**src/rtl/sq_diff_pkg.sv**
```systemverilog
// Shared width helpers and term-mode encoding for the squared/absolute
// difference frame accumulator.
package sq_diff_pkg;

  localparam logic MODE_SQ  = 1'b0;
  localparam logic MODE_ABS = 1'b1;

  function automatic int diff_w(input int w);
    return w + 1;
  endfunction

  function automatic int term_w(input int w);
    return 2 * w + 2;
  endfunction

  // A frame of n full-scale squares is below n * 2^(2w); the clog2(n) headroom bits cover it.
  function automatic int acc_w(input int w, input int n);
    return 2 * w + 2 + $clog2(n);
  endfunction

endpackage

```
**src/rtl/sq_diff_term.sv**
```systemverilog
// Three-stage term pipeline: register operands, register the widened difference,
// then register either its square or its magnitude, chosen per sample.
module sq_diff_term
  import sq_diff_pkg::*;
#(
  parameter int W = 16
) (
  input  logic                   clk,
  input  logic                   rst,
  input  logic                   en,
  input  logic                   in_valid,
  input  logic [W-1:0]           a,
  input  logic [W-1:0]           b,
  input  logic                   in_mode,
  output logic                   out_valid,
  output logic [term_w(W)-1:0]   term
);

  localparam int DIFF_W = diff_w(W);
  localparam int TERM_W = term_w(W);

  logic                     s1_valid;
  logic [W-1:0]             s1_a;
  logic [W-1:0]             s1_b;
  logic                     s1_mode;
  logic                     s2_valid;
  logic signed [DIFF_W-1:0] s2_diff;
  logic                     s2_mode;
  logic                     s3_valid;
  logic [TERM_W-1:0]        s3_term;

  logic signed [DIFF_W-1:0] s1_diff;
  logic signed [TERM_W-1:0] s2_ext;
  logic [TERM_W-1:0]        s2_sq;
  logic [DIFF_W-1:0]        s2_mag;
  logic [TERM_W-1:0]        s2_term;

  // One extra bit makes a - b exact for every pair of W-bit signed operands.
  assign s1_diff = {s1_a[W-1], s1_a} - {s1_b[W-1], s1_b};

  assign s2_ext  = {{(TERM_W-DIFF_W){s2_diff[DIFF_W-1]}}, s2_diff};
  assign s2_sq   = s2_ext * s2_ext;
  // The most negative difference is -(2^W - 1), so negation never wraps.
  assign s2_mag  = s2_diff[DIFF_W-1] ? -s2_diff : s2_diff;
  assign s2_term = (s2_mode == MODE_ABS) ? {{(TERM_W-DIFF_W){1'b0}}, s2_mag} : s2_sq;

  always_ff @(posedge clk) begin
    if (rst) begin
      s1_valid <= 1'b0;
      s1_a     <= '0;
      s1_b     <= '0;
      s1_mode  <= MODE_SQ;
      s2_valid <= 1'b0;
      s2_diff  <= '0;
      s2_mode  <= MODE_SQ;
      s3_valid <= 1'b0;
      s3_term  <= '0;
    end else if (en) begin
      s1_valid <= in_valid;
      s1_a     <= a;
      s1_b     <= b;
      s1_mode  <= in_mode;
      s2_valid <= s1_valid;
      s2_diff  <= s1_diff;
      s2_mode  <= s1_mode;
      s3_valid <= s2_valid;
      s3_term  <= s2_term;
    end
  end

  assign out_valid = s3_valid;
  assign term      = s3_term;

endmodule

```
**src/rtl/sq_diff_acc.sv**
```systemverilog
// Frame accumulator: sums N per-sample terms and presents the unsigned total
// on a valid/ready output register.
module sq_diff_acc
  import sq_diff_pkg::*;
#(
  parameter int W = 16,
  parameter int N = 8
) (
  input  logic                   clk,
  input  logic                   rst,
  input  logic                   in_valid,
  output logic                   in_ready,
  input  logic [W-1:0]           a,
  input  logic [W-1:0]           b,
  input  logic                   in_mode,
  output logic                   out_valid,
  input  logic                   out_ready,
  output logic [acc_w(W,N)-1:0]  out_data
);

  localparam int TERM_W = term_w(W);
  localparam int ACC_W  = acc_w(W, N);
  localparam int CNT_W  = $clog2(N);
  localparam logic [CNT_W-1:0] CNT_LAST = CNT_W'(N - 1);

  // Handshake: a transfer happens on a rising edge where valid && ready.
  // Valid never waits on ready; the whole datapath freezes only while an
  // output sum is held unconsumed, and in_ready mirrors that condition.
  logic              advance;
  logic              term_valid;
  logic [TERM_W-1:0] term;
  logic [ACC_W-1:0]  term_ext;
  logic [ACC_W-1:0]  acc_sum;
  logic              complete;
  logic [ACC_W-1:0]  acc;
  logic [CNT_W-1:0]  count;

  assign advance  = !(out_valid && !out_ready);
  assign in_ready = advance;

  sq_diff_term #(
    .W (W)
  ) u_term (
    .clk       (clk),
    .rst       (rst),
    .en        (advance),
    .in_valid  (in_valid),
    .a         (a),
    .b         (b),
    .in_mode   (in_mode),
    .out_valid (term_valid),
    .term      (term)
  );

  assign term_ext = {{(ACC_W-TERM_W){1'b0}}, term};
  assign acc_sum  = acc + term_ext;
  assign complete = term_valid && (count == CNT_LAST);

  // While advancing, a held out_valid implies out_ready, so a finishing frame
  // may reload the output in the same cycle the previous sum is taken.
  always_ff @(posedge clk) begin
    if (rst) begin
      acc       <= '0;
      count     <= '0;
      out_valid <= 1'b0;
      out_data  <= '0;
    end else if (advance) begin
      if (complete) begin
        out_data  <= acc_sum;
        out_valid <= 1'b1;
        acc       <= '0;
        count     <= '0;
      end else begin
        out_valid <= 1'b0;
        if (term_valid) begin
          acc   <= acc_sum;
          count <= count + CNT_W'(1);
        end
      end
    end
  end

endmodule

```
**config.mk**
```make
export PLATFORM = sky130hd
export DESIGN_NAME = sq_diff_acc
export DESIGN_NICKNAME = d
export VERILOG_FILES = /design/src/rtl/sq_diff_pkg.sv /design/src/rtl/sq_diff_term.sv /design/src/rtl/sq_diff_acc.sv
export SDC_FILE = /design/constraint.sdc
export NUM_CORES = 1
export LEC_CHECK = 0
export BUFFER_PORTS_ARGS = -buffer_cell sky130_fd_sc_hd__buf_2
export CAP_MARGIN = 30
export CORE_ASPECT_RATIO = 0.9
export CORE_MARGIN = 10
export CORE_UTILIZATION = 38
export CTS_BUF_LIST = sky130_fd_sc_hd__clkbuf_8
export DETAILED_ROUTE_END_ITERATION = 8
export PLACE_DENSITY_LB_ADDON = 0.05
export REMOVE_ABC_BUFFERS = 1
export SYNTH_ARGS = -nofsm -noshare
export SYNTH_HDL_FRONTEND = slang
export SYNTH_SLANG_ARGS = --single-unit
export TNS_END_PERCENT = 100
```
**constraint.sdc**
```tcl
create_clock -name clk -period 6.87 [get_ports clk]
set_clock_uncertainty 0.05 [all_clocks]
set_input_delay 0.3435 -clock clk [delete_from_list [all_inputs] [get_ports clk]]
set_output_delay 0.3435 -clock clk [all_outputs]
set_load 0.03 [all_outputs]
```
==> key figures, run 1 <==
STA
  • Post-route setup slack: 269 ps
  • Slew Viols, Final: 0
  • RSZ-0062 raised after global routing: false
  • Final hold violations: 0
  • Final Setup Violations: 0
  • Worst Max-Slew Pin Slew: 956 ps
  • Fmax: 151 MHz
  • Tmin final: 6600 ps
  • Worst slew margin: 0.362
  • Final period util: 0.961

Global route
  • Met1 Use GR: 0.237
  • Tot GR Track Use: 0.183
  • GRT busiest layer: met2
  • GR Util met3: 0.0299
  • Grt total ovfl: 0
  • First-pass GRT wire length: 84,600 um
  • Largest net degree at the start of global routing: 77
  • Vias in the first global route: 15,500
  • Initial antenna violation count: 2
  • Met2 Use GR: 0.316

Run
  • Max Cap Violations: 0

Critical path
  • Worst path slowest cell: dfxtp_1
  • Critical path type: reg -> reg
  • CP top delay family: adder cells
  • Worst Path Buf+Inv: 4
  • Worst-path cell chain: buf_4 -> nand2_1 -> fa_1 -> fa_1 -> fa_1 -> inv_1 -> ha_1 -> fa_1 -> inv_1 -> fa_1 -> inv_1 -> ha_1 -> a21o_1 -> a31o_1 -> or3_4 -> o211ai_2 -> o31ai_2 -> a21o_1 -> a21o_1 -> a211o_1 -> a32o_1
  • Critical Path End Type: flop
  • CP startpoint kind: flop
  • Crit path max fanout: 11
  • Largest stage delay on the critical path: 650 ps
  • Crit path DAT: 6930 ps
  • Most used cell, CP: fa_1
  • Worst EP required: 7200 ps

Place
  • RePlAce Congestion: 0.872
  • Dpl hpwl: 41,500 um
  • Post-Place Worst Slack: 59.6 ps
  • # port buffers: 75

Logic synthesis
  • Synth Flop Type: dfxtp_1
  • Sequential share of the synthesized area: 0.178
  • Cell count after synthesis: 2,192
  • Mapped cell area: 18,700 sq um
  • Synth Area per Inst: 8.53 sq um
  • Count of cell types in the netlist: 72
  • Number of synthesized flops with an enable pin: 0
  • FF+latch count, synth: 166
  • Warnings from Yosys: 0
  • Async set-reset flop share out of synthesis: 0

Final layout
  • Most frequent cells in the layout: inv_1 (363), nand2_1 (284), fa_1 (268)
  • Commonest non-fill, non-tap cell in the layout: inv_1
  • Antenna cells: 0
  • Nets: 2,702
  • Share of layout cells above drive strength 1: 0.0862
  • Area Growth Syn to Fin: 9.05%

Die
  • Chip height: 230 um
  • FP Rows: 77
  • Total die area: 58,500 sq um
  • Num ports: 76
  • Core ar.: 48,900 sq um
  • Initial Util: 0.382
  • Die Width: 254 um

Status
  • Status: finished clean

Detailed routing
  • First-pass iteration count of the detailed router: 5
  • Drt via density: 5.03
  • Antenna Violating Nets Remaining: 0
  • 1st-iter DRT viols: 624
  • DRC: 0
  • Routed wire length: 51,200 um
  • WL/cell: 17.7 um
  • Routed vias: 14,600

Clock tree
  • Clock Pin Slew Worst Setup and Hold Paths: 110 ps
  • Post-CTS Setup Bufs: 0
  • Num CTS Buffers: 17
  • H-tree lvl count: 4
  • Clock latency at the later pin of the worst-skew pair: 480 ps
  • Max Root-Sink Buffers: 2
  • CTS root buf: clkbuf_8
  • CTS tree: done
  • CTS Sinks: 166

Min path
  • Min-delay worst type: in -> reg

Power and ir drop
  • Pwr/cell area: 319 nW/um^2
  • Maximum vdd drop: 0.265 mV
  • Tot Pwr: 0.00651 W
  • Leak pwr: 9.90 nW
==> worst register-to-register path, stage by stage, from the launching register on <==
cell,delay [ps]
dfxtp_1,650
buf_4,300
nand2_1,140
fa_1,450
fa_1,430
fa_1,490
inv_1,40
ha_1,310
fa_1,540
inv_1,60
fa_1,540
inv_1,50
ha_1,380
a21o_1,210
a31o_1,230
or3_4,340
o211ai_2,240
o31ai_2,110
a21o_1,200
a21o_1,180
a211o_1,300
a32o_1,250
==> worst paths after layout <==
check | startpoint | to | slack, ps | cells after the start
max reg2reg | u_term.s2_diff[6] | u_term.term[28] | 270 | 21
min reg2reg | out_data[3] | out_data[3] | 410 | 2
max | u_term.s2_diff[6] | u_term.term[28] | 270 | 21
min | b[13] | u_term.s1_b[13] | 50 | 3
==> registers in the layout (all words and copies together) (netlist names) <==
signal            count
u_term.s1_mode        1
u_term.s1_a          16
u_term.s2_mode        1
count                 3
u_term.out_valid      1
u_term.term          34
u_term.s2_valid       1
out_valid             1
u_term.s2_diff       17
u_term.s1_b          16
out_data             37
acc                  37
u_term.s1_valid       1
==> stage by stage <==
step,util,instances,instance area (sq um),hold slack [ps],setup TNS (ps)
after floorplan,-,2092,18300,363,-27690
after global placement,0.406,2849,19900,390,0
after detailed placement,0.406,2849,19900,395,0
after CTS,0.416,2894,20400,1.69,0
after global routing,0.417,2895,20400,5.76,0
final,0.417,2895,20400,47.9,0
==> cell usage after synthesis, drive strengths merged (17+ instances only) <==
cell type,n,area [sq um]
xnor2,67,587
a21oi,152,764
nor2,135,507
inv,364,1370
nor3,33,165
o21ai,69,345
nor2b,30,188
a22oi,20,150
a21o,26,196
fa,268,5370
and2,54,338
clkbuf,93,389
ha,147,1840
xor2,28,245
dfxtp,166,3320
nand2b,17,106
nand2,285,1070
nand3,22,110
a211oi,35,263
==> repair_timing <==
action,4_1_cts,5_1_grt
cloned,0,0
resized for setup,1,10
hold buffers,13,1
hold endpoints to repair,13,1
endpoints found under the setup margin,1,9
==> metal layers <==
metal,wire length (um),part of all wire
met5,34,0.00066
met4,888,0.017
met3,1670,0.033
met2,24900,0.49
met1,23700,0.46
==> power by group <==
group / internal, W / switching (W) / leakage (nW)
Clock: 0.000264 / 0.000429 / 0.176
Combinational: 0.00193 / 0.00270 / 8.36
Sequential: 0.00108 / 0.000114 / 1.36
Total: 0.00327 / 0.00324 / 9.90
==> cell families (layout without fill, tap and decap cells) <==
kind of cell | count (synthesis) | after routing | share of synthesized area
compound gates | 392 | 392 | 0.131
flops | 166 | 166 | 0.178
mux | 7 | 7 | 0.00375
simple gates | 650 | 650 | 0.162
fa+ha+maj | 415 | 415 | 0.385
xor+xnor | 95 | 95 | 0.0445
buf+inv | 467 | 538 | 0.0959
==> final cells by class <==
type,instances,area [sq um]
Fill cell,5002,28500
Multi-Input combinational cell,1559,13600
Sequential cell,166,3340
Inverter,367,1380
Timing Repair Buffer,139,910
Tap cell,632,791
Clock buffer,17,234
Clock inverter,15,136
(Power assumes the default switching activity.)
==> run 2: changes to the inputs <==
--- a/config.mk
+++ b/config.mk
@@ -9,7 +9,7 @@
 export CAP_MARGIN = 30
 export CORE_ASPECT_RATIO = 0.9
 export CORE_MARGIN = 10
-export CORE_UTILIZATION = 38
+export CORE_UTILIZATION = 43
 export CTS_BUF_LIST = sky130_fd_sc_hd__clkbuf_8
 export DETAILED_ROUTE_END_ITERATION = 8
 export PLACE_DENSITY_LB_ADDON = 0.05
==> key figures, run 2 (same netlist as run 1, synthesis figures left out) <==
Critical path
  • End of the worst register-to-register path: u_term.term[28]
  • R2R cell count: 22 (+4.8%)
  • RR Startpoint: u_term.s2_diff[2]
  • Worst EP required: 7200 ps (about the same)
  • Critical path type: reg -> reg
  • CP startpoint kind: flop
  • Worst path slowest cell: dfxtp_1
  • CP top delay family: adder cells
  • Most used cell, CP: fa_1
  • Worst Setup EP: u_term.term[28]
  • Crit path max fanout: 7 (-4)
  • Critical Path Source: u_term.s2_diff[2]
  • Worst-path cell chain: nand2_1 -> inv_1 -> fa_1 -> inv_1 -> fa_1 -> fa_1 -> inv_1 -> fa_1 -> fa_1 -> inv_1 -> fa_1 -> inv_1 -> ha_1 -> a21o_1 -> a31o_1 -> or3_4 -> o211ai_2 -> o31ai_2 -> a21o_1 -> a21o_1 -> a211o_1 -> a32o_1
  • Critical Path End Type: flop
  • Worst Path Buf+Inv: 5 (+1)
  • Crit path depth: 22 (+4.8%)
  • Crit path DAT: 6900 ps (-30 ps)
  • Largest stage delay on the critical path: 630 ps (-20 ps)
  • FF-to-FF setup slack: 290 ps (+20 ps)

Power and ir drop
  • P_sw: 0.00326 W (+0.57%)
  • Int Pwr: 0.00340 W (+4.0%)
  • Pwr/cell area: 328 nW/um^2 (+2.7%)
  • Maximum vdd drop: 0.334 mV (+26%)
  • Leak pwr: 9.92 nW (+0.17%)
  • Sw Ratio: 0.489 (-0.00831)
  • Gate power share: 0.701 (-0.009)
  • Seq pwr share: 0.179 (-0.004)
  • Clock power frac: 0.120 (+0.014)
  • Tot Pwr: 0.00666 W (+2.3%)

STA
  • Final period util: 0.957 (-0.00344)
  • Worst Max-Slew Pin Slew: 861 ps (-94.8 ps)
  • Tmin final: 6580 ps (-23.6 ps)
  • Final Setup Violations: 0 (unchanged)
  • Fmax: 152 MHz (+0.36%)
  • Final hold violations: 0 (unchanged)
  • RSZ-0062 raised after global routing: false
  • Worst slew margin: 0.424 (+0.0618)
  • Slew Viols, Final: 0 (unchanged)
  • Post-route setup slack: 293 ps (+23.6 ps)

Final layout
  • Most frequent cells in the layout: inv_1 (363), nand2_1 (284), fa_1 (267)
  • Fin util: 0.473 (+0.0560)
  • Area Growth Syn to Fin: 8.61%
  • Share of layout cells above drive strength 1: 0.0868 (+0.000595)
  • Fill count: 4,301 (-14%)
  • Nets: 2,698 (-0.15%)
  • Commonest non-fill, non-tap cell in the layout: inv_1
  • Post-route cell area: 20,300 sq um (-0.40%)

Clock tree
  • Post-CTS Setup Bufs: 0 (unchanged)
  • CTS Sinks: 166 (unchanged)
  • Num CTS Buffers: 17 (unchanged)
  • Clock Pin Slew Worst Setup and Hold Paths: 110 ps (about the same)
  • Clock latency at the later pin of the worst-skew pair: 490 ps (about the same)
  • H-tree lvl count: 4 (unchanged)
  • CTS root buf: clkbuf_8
  • CTS tree: done
  • Max Root-Sink Buffers: 2 (unchanged)

Place
  • Post-Place Worst Slack: 207 ps (+147 ps)
  • RePlAce Congestion: 0.893 (+2.4%)
  • # port buffers: 75 (unchanged)
  • Cell Area, Placed: 19,800 sq um (-0.55%)
  • Dpl hpwl: 40,100 um (-3.4%)

Die
  • Core ar.: 43,000 sq um (-12%)
  • Chip height: 218 um (-5.5%)
  • FP Rows: 72 (-6.5%)
  • Num ports: 76 (unchanged)
  • Total die area: 52,300 sq um (-11%)
  • Die Width: 240 um (-5.5%)
  • Initial Util: 0.435 (+0.0531)

Min path
  • Min-delay worst type: in -> reg

Global route
  • Grt total ovfl: 0 (unchanged)
  • Vias in the first global route: 15,500 (-0.50%)
  • Initial antenna violation count: 2 (unchanged)
  • Largest net degree at the start of global routing: 99 (+29%)
  • First-pass GRT wire length: 82,700 um (-2.3%)
  • Tot GR Track Use: 0.199 (+0.0161)

Detailed routing
  • DRC: 0 (unchanged)
  • 1st-iter DRT viols: 699 (+12%)
  • Drt via density: 5.17 (+2.7%)
  • Routed vias: 14,500 (-0.12%)
  • First-pass iteration count of the detailed router: 5 (unchanged)
  • WL/cell: 17.6 um (-0.45%)
  • Routed wire length: 49,600 um (-3.2%)
  • Antenna Violating Nets Remaining: 0 (unchanged)

Run
  • Max Cap Violations: 0 (unchanged)

Status
  • Status: finished clean
==> run 2: through the flow <==
step	TNS, ps	instances	hold WS, ps
floorplan	-27690	2092	363
global placement	0	2772	389
detailed placement	0	2772	393
CTS	0	2813	0.475
global route	0	2814	1.40
finish	0	2815	35.9
==> run 2: routing by layer <==
layer,vias to the layer above,share of wire,track usage
met5,-,0,0
met4,0,0.010,0.0331
met3,27,0.027,0.0278
met2,166,0.49,0.339
met1,7205,0.47,0.266
li1,7142,-,-
==> run 2: final cells by class <==
class,instances,area (sq um),share of cell area
multi-input combinational,1559,13600,0.670
sequential,166,3330,0.164
inverter,367,1380,0.0678
timing repair buffer,135,862,0.0424
tap,555,694,0.0342
clock buffer,17,234,0.0115
clock inverter,15,194,0.00955
antenna,1,2.50,0.000123
==> run 2: how the worst min path moves through the flow <==
| stage | start | end | depth (start not counted) |
|---|---|---|---|
| 3_3_place_gp | out_data[5] | out_data[5] | 2 |
| 2_1_floorplan | rst | acc[33] | 1 |
| 6_report | b[9] | u_term.s1_b[9] | 3 |
| 5_1_grt | b[7] | u_term.s1_b[7] | 3 |
| 4_1_cts | a[6] | u_term.s1_a[6] | 3 |
| 3_5_place_dp | out_data[3] | out_data[3] | 2 |
==> run 2: power groups by stage <==
stage / clock network (W) / logic [W] / registers [W]
6_report: 0.000798 / 0.00466 / 0.00119
5_1_grt: 0.000862 / 0.00535 / 0.00121
4_1_cts: 0.000820 / 0.00472 / 0.00119
3_5_place_dp: 0 / 0.00467 / 0.00121
3_3_place_gp: 0 / 0.00465 / 0.00121
2_1_floorplan: 0 / 0.00344 / 0.00119
==> run 2: repair_timing <==
item                       4_1_cts  5_1_grt
gates resized for setup          0       11
setup endpoints to repair        0        6
hold endpoints to repair         9        0
hold buffers                     9        0
==> run 2: worst min-delay path, cell delays in order <==
cell and delay, ps:
buf_2 100, nand2_1 50, a21oi_1 50
